===== src/rtl/pipe_ctrl_pkg.sv =====
// Shared types and constants for the pipeline hazard controller.
// Holds the FSM state encoding and the hard-wired zero register index.
package pipe_ctrl_pkg;

  typedef enum logic [1:0] {
    RUN      = 2'd0,
    LU_HOLD  = 2'd1,
    MEM_WAIT = 2'd2
  } state_t;

  localparam logic [4:0] REG_ZERO = 5'd0;

endpackage


===== src/rtl/sat_counter.sv =====
// Saturating up-counter used for the hazard controller's performance counters.
// The count sticks at all-ones instead of wrapping.
module sat_counter #(
  parameter int CNT_W = 16
) (
  input  logic             clock,
  input  logic             reset,
  input  logic             inc,
  output logic [CNT_W-1:0] count
);

  localparam logic [CNT_W-1:0] ONE = CNT_W'(1);

  always_ff @(posedge clock) begin
    if (reset) begin
      count <= '0;
    end else if (inc && (count != '1)) begin
      count <= count + ONE;
    end
  end

endmodule


===== src/rtl/pipeline_hazard_ctrl.sv =====
// Stall/bubble/flush generator for a 5-stage pipeline: load-use interlock,
// taken-branch flush resolved in MEM, and a full freeze while data memory is busy.
module pipeline_hazard_ctrl
  import pipe_ctrl_pkg::*;
#(
  parameter int LU_STALLS = 1,
  parameter int CNT_W     = 16
) (
  input  logic             clock,
  input  logic             reset,
  input  logic [4:0]       id_rs,
  input  logic [4:0]       id_rt,
  input  logic             id_uses_rs,
  input  logic             id_uses_rt,
  input  logic             ex_mem_read,
  input  logic [4:0]       ex_rt,
  input  logic             mem_branch_taken,
  input  logic             dmem_ready,
  output logic             pc_write,
  output logic             if_id_stall,
  output logic             if_id_flush,
  output logic             id_ex_stall,
  output logic             id_ex_bubble,
  output logic             ex_mem_stall,
  output logic             ex_mem_bubble,
  output logic [1:0]       state_out,
  output logic [CNT_W-1:0] stall_cycles,
  output logic [CNT_W-1:0] flush_events
);

  localparam logic [2:0] LU_RELOAD = 3'(LU_STALLS - 1);

  state_t     state;
  state_t     saved_state;
  state_t     eff_state;
  logic [2:0] lu_cnt;
  logic       lu_hit;

  assign lu_hit = ex_mem_read && (ex_rt != REG_ZERO) &&
                  ((id_uses_rs && (id_rs == ex_rt)) || (id_uses_rt && (id_rt == ex_rt)));

  // On leaving a memory freeze the pipe behaves as the state that was interrupted.
  assign eff_state = (state == MEM_WAIT) ? saved_state : state;

  always_ff @(posedge clock) begin
    if (reset) begin
      state       <= RUN;
      saved_state <= RUN;
      lu_cnt      <= '0;
    end else if (!dmem_ready) begin
      if (state != MEM_WAIT) saved_state <= state;
      state <= MEM_WAIT;
    end else if (mem_branch_taken) begin
      state  <= RUN;
      lu_cnt <= '0;
    end else if (eff_state == LU_HOLD) begin
      lu_cnt <= lu_cnt - 3'd1;
      state  <= (lu_cnt == 3'd1) ? RUN : LU_HOLD;
    end else if (lu_hit && (LU_STALLS > 1)) begin
      lu_cnt <= LU_RELOAD;
      state  <= LU_HOLD;
    end else begin
      state <= RUN;
    end
  end

  always_comb begin
    pc_write      = 1'b1;
    if_id_stall   = 1'b0;
    if_id_flush   = 1'b0;
    id_ex_stall   = 1'b0;
    id_ex_bubble  = 1'b0;
    ex_mem_stall  = 1'b0;
    ex_mem_bubble = 1'b0;
    if (reset) begin
      pc_write      = 1'b0;
      if_id_flush   = 1'b1;
      id_ex_bubble  = 1'b1;
      ex_mem_bubble = 1'b1;
    end else if (!dmem_ready) begin
      pc_write     = 1'b0;
      if_id_stall  = 1'b1;
      id_ex_stall  = 1'b1;
      ex_mem_stall = 1'b1;
    end else if (mem_branch_taken) begin
      if_id_flush   = 1'b1;
      id_ex_bubble  = 1'b1;
      ex_mem_bubble = 1'b1;
    end else if ((eff_state == LU_HOLD) || lu_hit) begin
      pc_write     = 1'b0;
      if_id_stall  = 1'b1;
      id_ex_bubble = 1'b1;
    end
  end

  assign state_out = state;

  sat_counter #(.CNT_W(CNT_W)) u_stall_cnt (
    .clock (clock),
    .reset (reset),
    .inc   (~pc_write),
    .count (stall_cycles)
  );

  sat_counter #(.CNT_W(CNT_W)) u_flush_cnt (
    .clock (clock),
    .reset (reset),
    .inc   (dmem_ready & mem_branch_taken),
    .count (flush_events)
  );

endmodule


===== config.mk =====
export PLATFORM = sky130hd
export DESIGN_NAME = pipeline_hazard_ctrl
export DESIGN_NICKNAME = d
export VERILOG_FILES = /design/src/rtl/pipe_ctrl_pkg.sv /design/src/rtl/sat_counter.sv /design/src/rtl/pipeline_hazard_ctrl.sv
export SDC_FILE = /design/constraint.sdc
export NUM_CORES = 1
export LEC_CHECK = 0
export CAP_MARGIN = 10
export CELL_PAD_IN_SITES_DETAIL_PLACEMENT = 0
export CELL_PAD_IN_SITES_GLOBAL_PLACEMENT = 2
export CORE_UTILIZATION = 29
export CTS_CLUSTER_SIZE = 30
export DETAILED_ROUTE_END_ITERATION = 6
export PLACE_DENSITY_LB_ADDON = 0.1
export SLEW_MARGIN = 20
export SYNTH_ARGS = -nofsm -noshare
export SYNTH_HDL_FRONTEND = slang
export SYNTH_SLANG_ARGS = --single-unit

===== constraint.sdc =====
create_clock -name clock -period 3.2 [get_ports clock]
set_input_delay 0.64 -clock clock [delete_from_list [all_inputs] [get_ports clock]]
set_output_delay 0.64 -clock clock [all_outputs]
set_load 0.01 [all_outputs]

# ---- Yosys cells after proc, flatten, opt, wreduce, memory -nomap -nowiden
# Index checks and enable logic that the tools add are counted.
# W data, S select, Z words.
dict set report classes {
  bitwise_logic 4
  div 0
  n_eq_ne 8
  magnitude_cmp 0
  shift 0
  n_reduce_logical 13
  add_sub_neg 3
  n_mul 0
  muxes 23
}
# cell count
set op_table {}
lappend op_table {{$add A16 B1 Y16 const B} 2}
lappend op_table {{$ne A16 B16 Y1 const B} 2}
lappend op_table {{$mux W1} 19}
lappend op_table {{$eq A5 B5 Y1} 2}
lappend op_table {{$logic_and A1 B1 Y1} 6}
lappend op_table {{$mux W3} 2}
lappend op_table {{$reduce_bool A5 Y1} 1}
lappend op_table {{$mux W2} 2}
lappend op_table {{$reduce_and A2 Y1} 2}
lappend op_table {{$reduce_or A4 Y1} 1}
lappend op_table {{$eq A3 B1 Y1 const B} 1}
lappend op_table {{$not A1 Y1} 3}
lappend op_table {{$sub A3 B1 Y3 const B} 1}
lappend op_table {{$eq A2 B1 Y1 const B} 1}
lappend op_table {{$eq A2 B2 Y1 const B} 1}
lappend op_table {{$logic_or A1 B1 Y1} 2}
lappend op_table {{$ne A2 B2 Y1 const B} 1}
lappend op_table {{$reduce_bool A2 Y1} 1}
lappend op_table {{$and A1 B1 Y1} 1}
dict set report totals {
  rom_bits 0
  reg_bits 39
  mem_count 0
  latch_bits 0
  ramBits 0
}

# ---- Longest topological paths before layout
# Gate-level depths: netlist of run 1.
dict set report depth {
  depth_word 11
  depth_mapped 9
  mapped_depth_nobuf 7
}

# ---- Cells and area by module
# From an unflattened synthesis of run 1, not the netlist that was laid out.
dict set report hier_totals {
  hier_cells 270
  area_unflattened_um2 2258.4
}
# module cells_each area_per_inst_um2 n_inst seq_area_each_um2
set by_module_without_submodules {}
lappend by_module_without_submodules {sat_counter 99 848.3 2 320.3}
lappend by_module_without_submodules {pipeline_hazard_ctrl 72 561.8 1 140.1}

# ---- Least setup slack after synthesis of run 1
# Ideal clock, no wire load.
dict set report synth_path {
  path_kind {input to output}
  start {input port ex_rt[1]}
  end {output port pc_write}
  stages 6
  arrival_ns 1.784
  path_slack_ns 0.776
  t_required_ns 2.560
  cell_sequence {or4_1 o21ai_2 inv_1 a21oi_1 o21ai_0 nor2_1}
}
dict set report synth_via {
  elab_chain_cells 9
  word_cells_on_any_way 13
  cone_classes {2 x eq/ne; 4 x mux; 7 x reduce/logical}
}
# item line
set synth_lines {}
lappend synth_lines {{from (decl)} pipeline_hazard_ctrl.sv:16} ;# input logic [4:0] ex_rt,
lappend synth_lines {{$eq A5 B5 Y1} pipeline_hazard_ctrl.sv:40} ;# ((id_uses_rs && (id_rs == ex_rt)) || (id_uses_rt && (id_rt == ex_rt)));
lappend synth_lines {{$logic_and A1 B1 Y1} pipeline_hazard_ctrl.sv:40}
lappend synth_lines {{$logic_or A1 B1 Y1} pipeline_hazard_ctrl.sv:40}
lappend synth_lines {{$logic_and A1 B1 Y1 (*)} pipeline_hazard_ctrl.sv:39} ;# assign lu_hit = ex_mem_read && (ex_rt != REG_ZERO) &&
lappend synth_lines {{$logic_or A1 B1 Y1 (*)} pipeline_hazard_ctrl.sv:89} ;# end else if ((eff_state == LU_HOLD) || lu_hit) begin
lappend synth_lines {{$mux W1 (*)} pipeline_hazard_ctrl.sv:89}
lappend synth_lines {{$mux W1 (*)} pipeline_hazard_ctrl.sv:85} ;# end else if (mem_branch_taken) begin
lappend synth_lines {{$mux W1 (*)} pipeline_hazard_ctrl.sv:80} ;# end else if (!dmem_ready) begin
lappend synth_lines {{$mux W1 (*)} pipeline_hazard_ctrl.sv:75} ;# if (reset) begin
lappend synth_lines {{to (decl)} pipeline_hazard_ctrl.sv:19} ;# output logic pc_write,
# Mark *: on every way between the ends. The rest lies on a longest branch, timed or not.

# ---- Worst setup path after layout of run 1
dict set report layout_path {
  start {input port ex_rt[1]}
  end {output port if_id_stall}
}
dict set report layout_via {
  elab_chain_cells 9
  word_cells_on_any_way 13
  cone_classes {2 x eq/ne; 4 x mux; 7 x reduce/logical}
}
# item line
set layout_lines {}
lappend layout_lines {{$eq A5 B5 Y1} pipeline_hazard_ctrl.sv:40}
lappend layout_lines {{$logic_and A1 B1 Y1} pipeline_hazard_ctrl.sv:40}
lappend layout_lines {{$logic_or A1 B1 Y1} pipeline_hazard_ctrl.sv:40}
lappend layout_lines {{$logic_and A1 B1 Y1 (*)} pipeline_hazard_ctrl.sv:39}
lappend layout_lines {{$logic_or A1 B1 Y1 (*)} pipeline_hazard_ctrl.sv:89}
lappend layout_lines {{$mux W1 (*)} pipeline_hazard_ctrl.sv:89}
lappend layout_lines {{$mux W1 (*)} pipeline_hazard_ctrl.sv:85}
lappend layout_lines {{$mux W1 (*)} pipeline_hazard_ctrl.sv:80}
lappend layout_lines {{$mux W1 (*)} pipeline_hazard_ctrl.sv:75}
lappend layout_lines {{to (decl)} pipeline_hazard_ctrl.sv:20} ;# output logic if_id_stall,
# Marks and branches as above.

==> impl_metrics.ini, run 1 <==
[routing]
wl_met2_mm = 2.169
antenna_left = 0
via_per_inst = 4.773
drt-initial-drc-count = 77
routedWlPerCell_um = 12.82
wl_met3_um = 297
wl_met1_mm = 2.901
first_pass_iters = 4
drc = 0
highest_layer = met4
route.vias.total = 2019
finalWirelength_mm = 5.424

[sta]
fin_crit_sh_pct = 96.38
setup_violations = 0
skew_ns = 0.005733
finalSetupTns_ns = 0
slew_headroom_pct = 64.84
min_period_ns = 3.084
worst_pin_slew_ns = 0.5274
drv_slew = 0
max_freq_mhz = 324.2
fin_ws_ns = 0.1157
hold_viol = 0
grt_setup_unrepaired = no

[synthesis]
yosysMostFrequentCell = dfxtp_1
ys_top_cells_by_count = dfxtp_1 (39), nor2_1 (26), a21oi_1 (22)
synth-async-reset-ratio_pct = 0
synthFlopType = dfxtp_1
synth_top_family_by_area = simple AND/OR/NAND/NOR gates
synth_top_cell_by_area = dfxtp_1
muxShareOfSynthArea_pct = 0.9496
synth_cells = 257
synth_xor_area_share_pct = 10.39
yosysSeqAreaShare_pct = 37.03
synth_fp_nets = 283
ys_seq_elements = 39
yosys_warnings = 0
synth_adder_area_share_pct = 2.374
synth_compound_area_share_pct = 14.96
synth_area_leaders = dfxtp_1 (37%), xnor2_1 (6.2%), a21oi_1 (5.2%)
synth_area_sq_um = 2108
synthDistinctLibCells = 43
synth_edf_count = 0
synth-simple-area-share_pct = 28.78
synth_area_per_cell_sq_um = 8.203
yosysTopAreaCellShare_pct = 37.03

[worst_setup_path]
rr_startpoint = u_stall_cnt.count[0]
crit_fanout = 2
end_kind = primary output
critPathKind = in -> out
critical_path.max_stage_delay_ns = 0.54
slowest_stage = or4_4
cp_cell_sequence = clkdlybuf4s50_1 -> or4_4 -> o21ai_2 -> inv_1 -> a21oi_2 -> o21ai_1 -> nor2b_1 -> clkdlybuf4s15_1
arrival_ns = 2.44
critPathLaunchType = primary input
crit_start = ex_rt[1]
crit_required_ns = 2.56

[global_routing]
grt_max_degree = 23
grt_pass1_wl_mm = 8.776
antenna_found_initial = 0
grt-ovfl-total = 0
grtUsageTotal_pct = 14.63
grt_pass1_vias = 1848

[placed_design]
place_ws_ns = -0.1545
gp_congestion = 0.7116
post-dp-hpwl_mm = 3.836
io_buffer_count = 62
dpl.cell_count = 414

[layout]
synthToLayoutAreaGrowth_pct = 42.26
final_cells = 423
layout.nets = 352
num_antenna_cells = 0
drive_gt1_share_pct = 10.40

[power_and_ir_drop]
p_int_mw = 0.8157
ir_worst_vdd_uv = 168.2
netSwitchingFraction_pct = 23.26
comb_power_share_pct = 11.8
design_power_total_mw = 1.063
cellLeakagePower_nw = 1.046
p_switching_mw = 0.2473
p_seq_share_pct = 46.7
powerDensity_nw_per_um2 = 354.4
clkPwrFrac_pct = 41.5

[cts]
cts.sinks = 39
path_clk_slew_ns = 0.08
clock_latency_ns = 0.29
cts_buffers = 5
cts_buffer_depth = 2
cts-root-buf = clkbuf_8
cts_tree = done
htree_levels = 2

[floorplan]
initial_utilization_pct = 30.53
dieWidth_um = 87.27
rows = 30
die-area_sq_um = 7615
ios = 63
coreArea_sq_um = 6907
die_y_um = 87.27

[status]
status = finished, final reports clean

[min_path]
hp-class = reg -> reg
hp-start = saved_state[1]

[job]
cap_violations = 0
## critical path: cells and delay by family
| kind | cells | cell delay [ns] |
|---|---|---|
| buffers and inverters | 3 | 0.76 |
| AO/OA/AOI/OAI | 3 | 0.35 |
| AND/OR/NAND/NOR | 2 | 0.69 |
## layout by cell type, fill, tap and decap left out, types with 12 or more instances in the layout
cell / n
clkdlybuf4s50_1: 58
dfxtp_1: 39
nor2_1: 26
a21oi_1: 21
nand2_1: 20
xnor2_1: 15
buf_4: 14
nand3_1: 12
## cell families after synthesis
kind of cell / count (synthesis)
AO/OA/AOI/OAI: 52
AND/OR/NAND/NOR: 113
multiplexers: 2
XOR/XNOR: 25
buffers and inverters: 22
adder cells (fa/ha/maj): 4
flip-flops: 39
## routing by layer
layer | vias to the layer above | track usage [%]
met4 | 0 | 4.471
li1 | 1043 | -
met3 | 6 | 3.981
met2 | 47 | 21.16
met5 | - | 0
met1 | 923 | 20.96
## registers in the layout, indices dropped and copies added, names as in the netlist
signal / flops
state_out: 2
u_flush_cnt.count: 16
saved_state: 2
u_stall_cnt.count: 16
lu_cnt: 3
## layout make-up
type,instances,area [sq um]
Sequential cell,39,780.7
Fill cell,725,3908
Inverter,8,30.03
Clock inverter,2,38.79
Clock buffer,6,82.58
Tap cell,96,120.1
Multi-Input combinational cell,196,1219
Timing Repair Buffer,76,728.2
## power groups by stage
stage / clock, mW / combinational [mW] / sequential (mW)
floorplan: 0 / 0.0562 / 0.509
global placement: 0 / 0.124 / 0.508
detailed placement: 0 / 0.124 / 0.508
CTS: 0.456 / 0.123 / 0.497
global route: 0.479 / 0.136 / 0.498
finish: 0.441 / 0.125 / 0.496
## path summary, 6_finish.rpt
| kind | endpoint | slack [ns] | cells past startpoint |
|---|---|---|---|
| worst min register to register | saved_state[1] | 0.46 | 2 |
| worst max-delay path | if_id_stall | 0.12 | 8 |
| worst min-delay path | saved_state[1] | 0.46 | 2 |
| worst max register to register | u_stall_cnt.count[12] | 1.13 | 7 |
## through the flow
stage / hold WS, ns / util [%] / area [sq um]
4_1_cts: 0.4650 / 43.12 / 2978
3_5_place_dp: 0.4477 / 41.41 / 2860
6_report: 0.4594 / 43.42 / 2999
5_1_grt: 0.4784 / 43.42 / 2999
2_1_floorplan: 0.4261 / - / 2108
3_3_place_gp: 0.4483 / 41.41 / 2860
## repair_timing
action | 4_1_cts | 5_1_grt
hold buffers | 0 | 0
buffers inserted | 0 | 1
gates resized for setup | 3 | 8
pin swaps | 0 | 1
setup endpoints to repair | 3 | 3
Note: power is estimated with default switching activity, not from simulation.
==> inputs of run 2 (changes only) <==
--- a/config.mk
+++ b/config.mk
@@ -12,7 +12,6 @@
 export CTS_CLUSTER_SIZE = 30
 export DETAILED_ROUTE_END_ITERATION = 6
 export PLACE_DENSITY_LB_ADDON = 0.1
-export SLEW_MARGIN = 20
 export SYNTH_ARGS = -nofsm -noshare
 export SYNTH_HDL_FRONTEND = slang
 export SYNTH_SLANG_ARGS = --single-unit
==> results of run 2 <==
No change in the layout: final DEF, timing and power equal those of run 1.
==> inputs of run 3 (changes only) <==
--- a/config.mk
+++ b/config.mk
@@ -8,9 +8,11 @@
 export CAP_MARGIN = 10
 export CELL_PAD_IN_SITES_DETAIL_PLACEMENT = 0
 export CELL_PAD_IN_SITES_GLOBAL_PLACEMENT = 2
-export CORE_UTILIZATION = 29
+export CORE_UTILIZATION = 35
 export CTS_CLUSTER_SIZE = 30
 export DETAILED_ROUTE_END_ITERATION = 6
+export DONT_BUFFER_PORTS = 1
+export GPL_TIMING_DRIVEN = 0
 export PLACE_DENSITY_LB_ADDON = 0.1
 export SYNTH_ARGS = -nofsm -noshare
 export SYNTH_HDL_FRONTEND = slang
==> impl_metrics.ini, run 3 (synthesis results as in run 1) <==
[sta]
fin_crit_sh_pct = 81.73
max_freq_mhz = 382.3
finalSetupTns_ns = 0
setup_violations = 0
slew_headroom_pct = 59.52
skew_ns = 0.005200
fin_ws_ns = 0.5845
hold_viol = 0
worst_pin_slew_ns = 0.6072
min_period_ns = 2.615
drv_slew = 0
grt_setup_unrepaired = no
fin_hold_ws_ns = 0.4516

[routing]
routedWlPerCell_um = 15.15
finalWirelength_mm = 5.107
antenna_left = 0
drt-initial-drc-count = 38
via_per_inst = 5.285
first_pass_iters = 4
route.vias.total = 1781
drc = 0

[worst_setup_path]
end_kind = primary output
arrival_ns = 1.98
crit_required_ns = 2.56
cp_cell_sequence = or4_1 -> o21ai_2 -> inv_1 -> a21oi_1 -> o21ai_0 -> nor2_1
critPathKind = in -> out
critPathLaunchType = primary input
slowest_stage = or4_1
crit_fanout = 3
critical_path.max_stage_delay_ns = 0.54

[layout]
final_cells = 337
drive_gt1_share_pct = 9.057
fin_util_pct = 40.96
synthToLayoutAreaGrowth_pct = 9.614
layout.nets = 290
reg_top3 = u_flush_cnt.count: 16 flops, u_stall_cnt.count: 16 flops, lu_cnt: 3 flops
final_common_cell = dfxtp_1
final_cell_mix = dfxtp_1 (39), nor2_1 (26), a21oi_1 (22)
num_antenna_cells = 0

[job]
cap_violations = 0

[global_routing]
grt_max_degree = 14
grtUsageTotal_pct = 17.76
antenna_found_initial = 0
grt_pass1_wl_mm = 8.487
grt-ovfl-total = 0
grt_pass1_vias = 1724

[floorplan]
rows = 27
die-area_sq_um = 6338
ios = 63
coreArea_sq_um = 5642
dieWidth_um = 79.61
die_y_um = 79.61
initial_utilization_pct = 37.37

[cts]
ctsResizeCount = 0
hold_buffers = 0
cts_buffers = 5
cts_buffer_depth = 2
cts_tree = done
cts.sinks = 39
htree_levels = 2
cts-root-buf = clkbuf_8
postCtsSetupBuffers = 0
clock_latency_ns = 0.30
path_clk_slew_ns = 0.08

[placed_design]
post-dp-hpwl_mm = 3.730
gp_congestion = 0.7118
io_buffer_count = 0
place_ws_ns = 0.5748
dpl.cell_count = 329

[status]
status = finished, final reports clean

[min_path]
hp-class = reg -> reg

[power_and_ir_drop]
powerDensity_nw_per_um2 = 430.4
ir_worst_vdd_uv = 180.2
cellLeakagePower_nw = 0.7757
run 3: cell count changes in the layout (fill, tap and decap cells not counted), moves of 2 or more:
cell,delta
buf_4,-12
clkdlybuf4s15_1,-3
clkbuf_1,+8
buf_2,+2
clkdlybuf4s50_1,-58
run 3: where the power goes:
group / total, mW / switching, mW / internal (mW)
registers: 0.500 / 0.00971 / 0.490
clock network: 0.425 / 0.193 / 0.232
logic: 0.0697 / 0.0413 / 0.0284
run 3: path summary, 6_finish.rpt:
kind         depth (start not counted)  slack, ns                   from                    to
max                                  6       0.58               ex_rt[1]              pc_write
min                                  2       0.45         saved_state[1]        saved_state[1]
min reg2reg                          2       0.45         saved_state[1]        saved_state[1]
max reg2reg                          8       1.00  u_stall_cnt.count[10]  u_stall_cnt.count[1]
run 3: final cells by class:
cell class | instances | area [sq um]
buffer | 14 | 86.33
clock inverter | 3 | 43.79
tap | 72 | 90.09
inverter | 8 | 30.03
sequential | 39 | 780.7
fill | 593 | 3331
clock buffer | 5 | 68.82
multi-input combinational | 196 | 1211
run 3: per-stage QoR:
| step | total power, mW | cell area, sq um |
|---|---|---|
| finish | 0.9946 | 2311 |
| global placement | 0.5819 | 2198 |
| floorplan | 0.5653 | 2108 |
| global route | 1.041 | 2311 |
| CTS | 1.008 | 2311 |
| detailed placement | 0.5820 | 2198 |
run 3: metal layers:
metal	vias to the layer above	routed length, um	share of wire, %	global-route usage, %
met5	-	0	0	0
met4	0	62	1.2	6.000
met3	5	278	5.4	6.514
met2	36	2343	46	27.09
met1	821	2423	47	22.89
li1	919	-	-	-
run 3: worst max-delay path: cells and delay by family:
| family | cells | cell delay, ns |
|---|---|---|
| AND/OR/NAND/NOR | 2 | 0.77 |
| buffers and inverters | 1 | 0.11 |
| AO/OA/AOI/OAI | 3 | 0.45 |
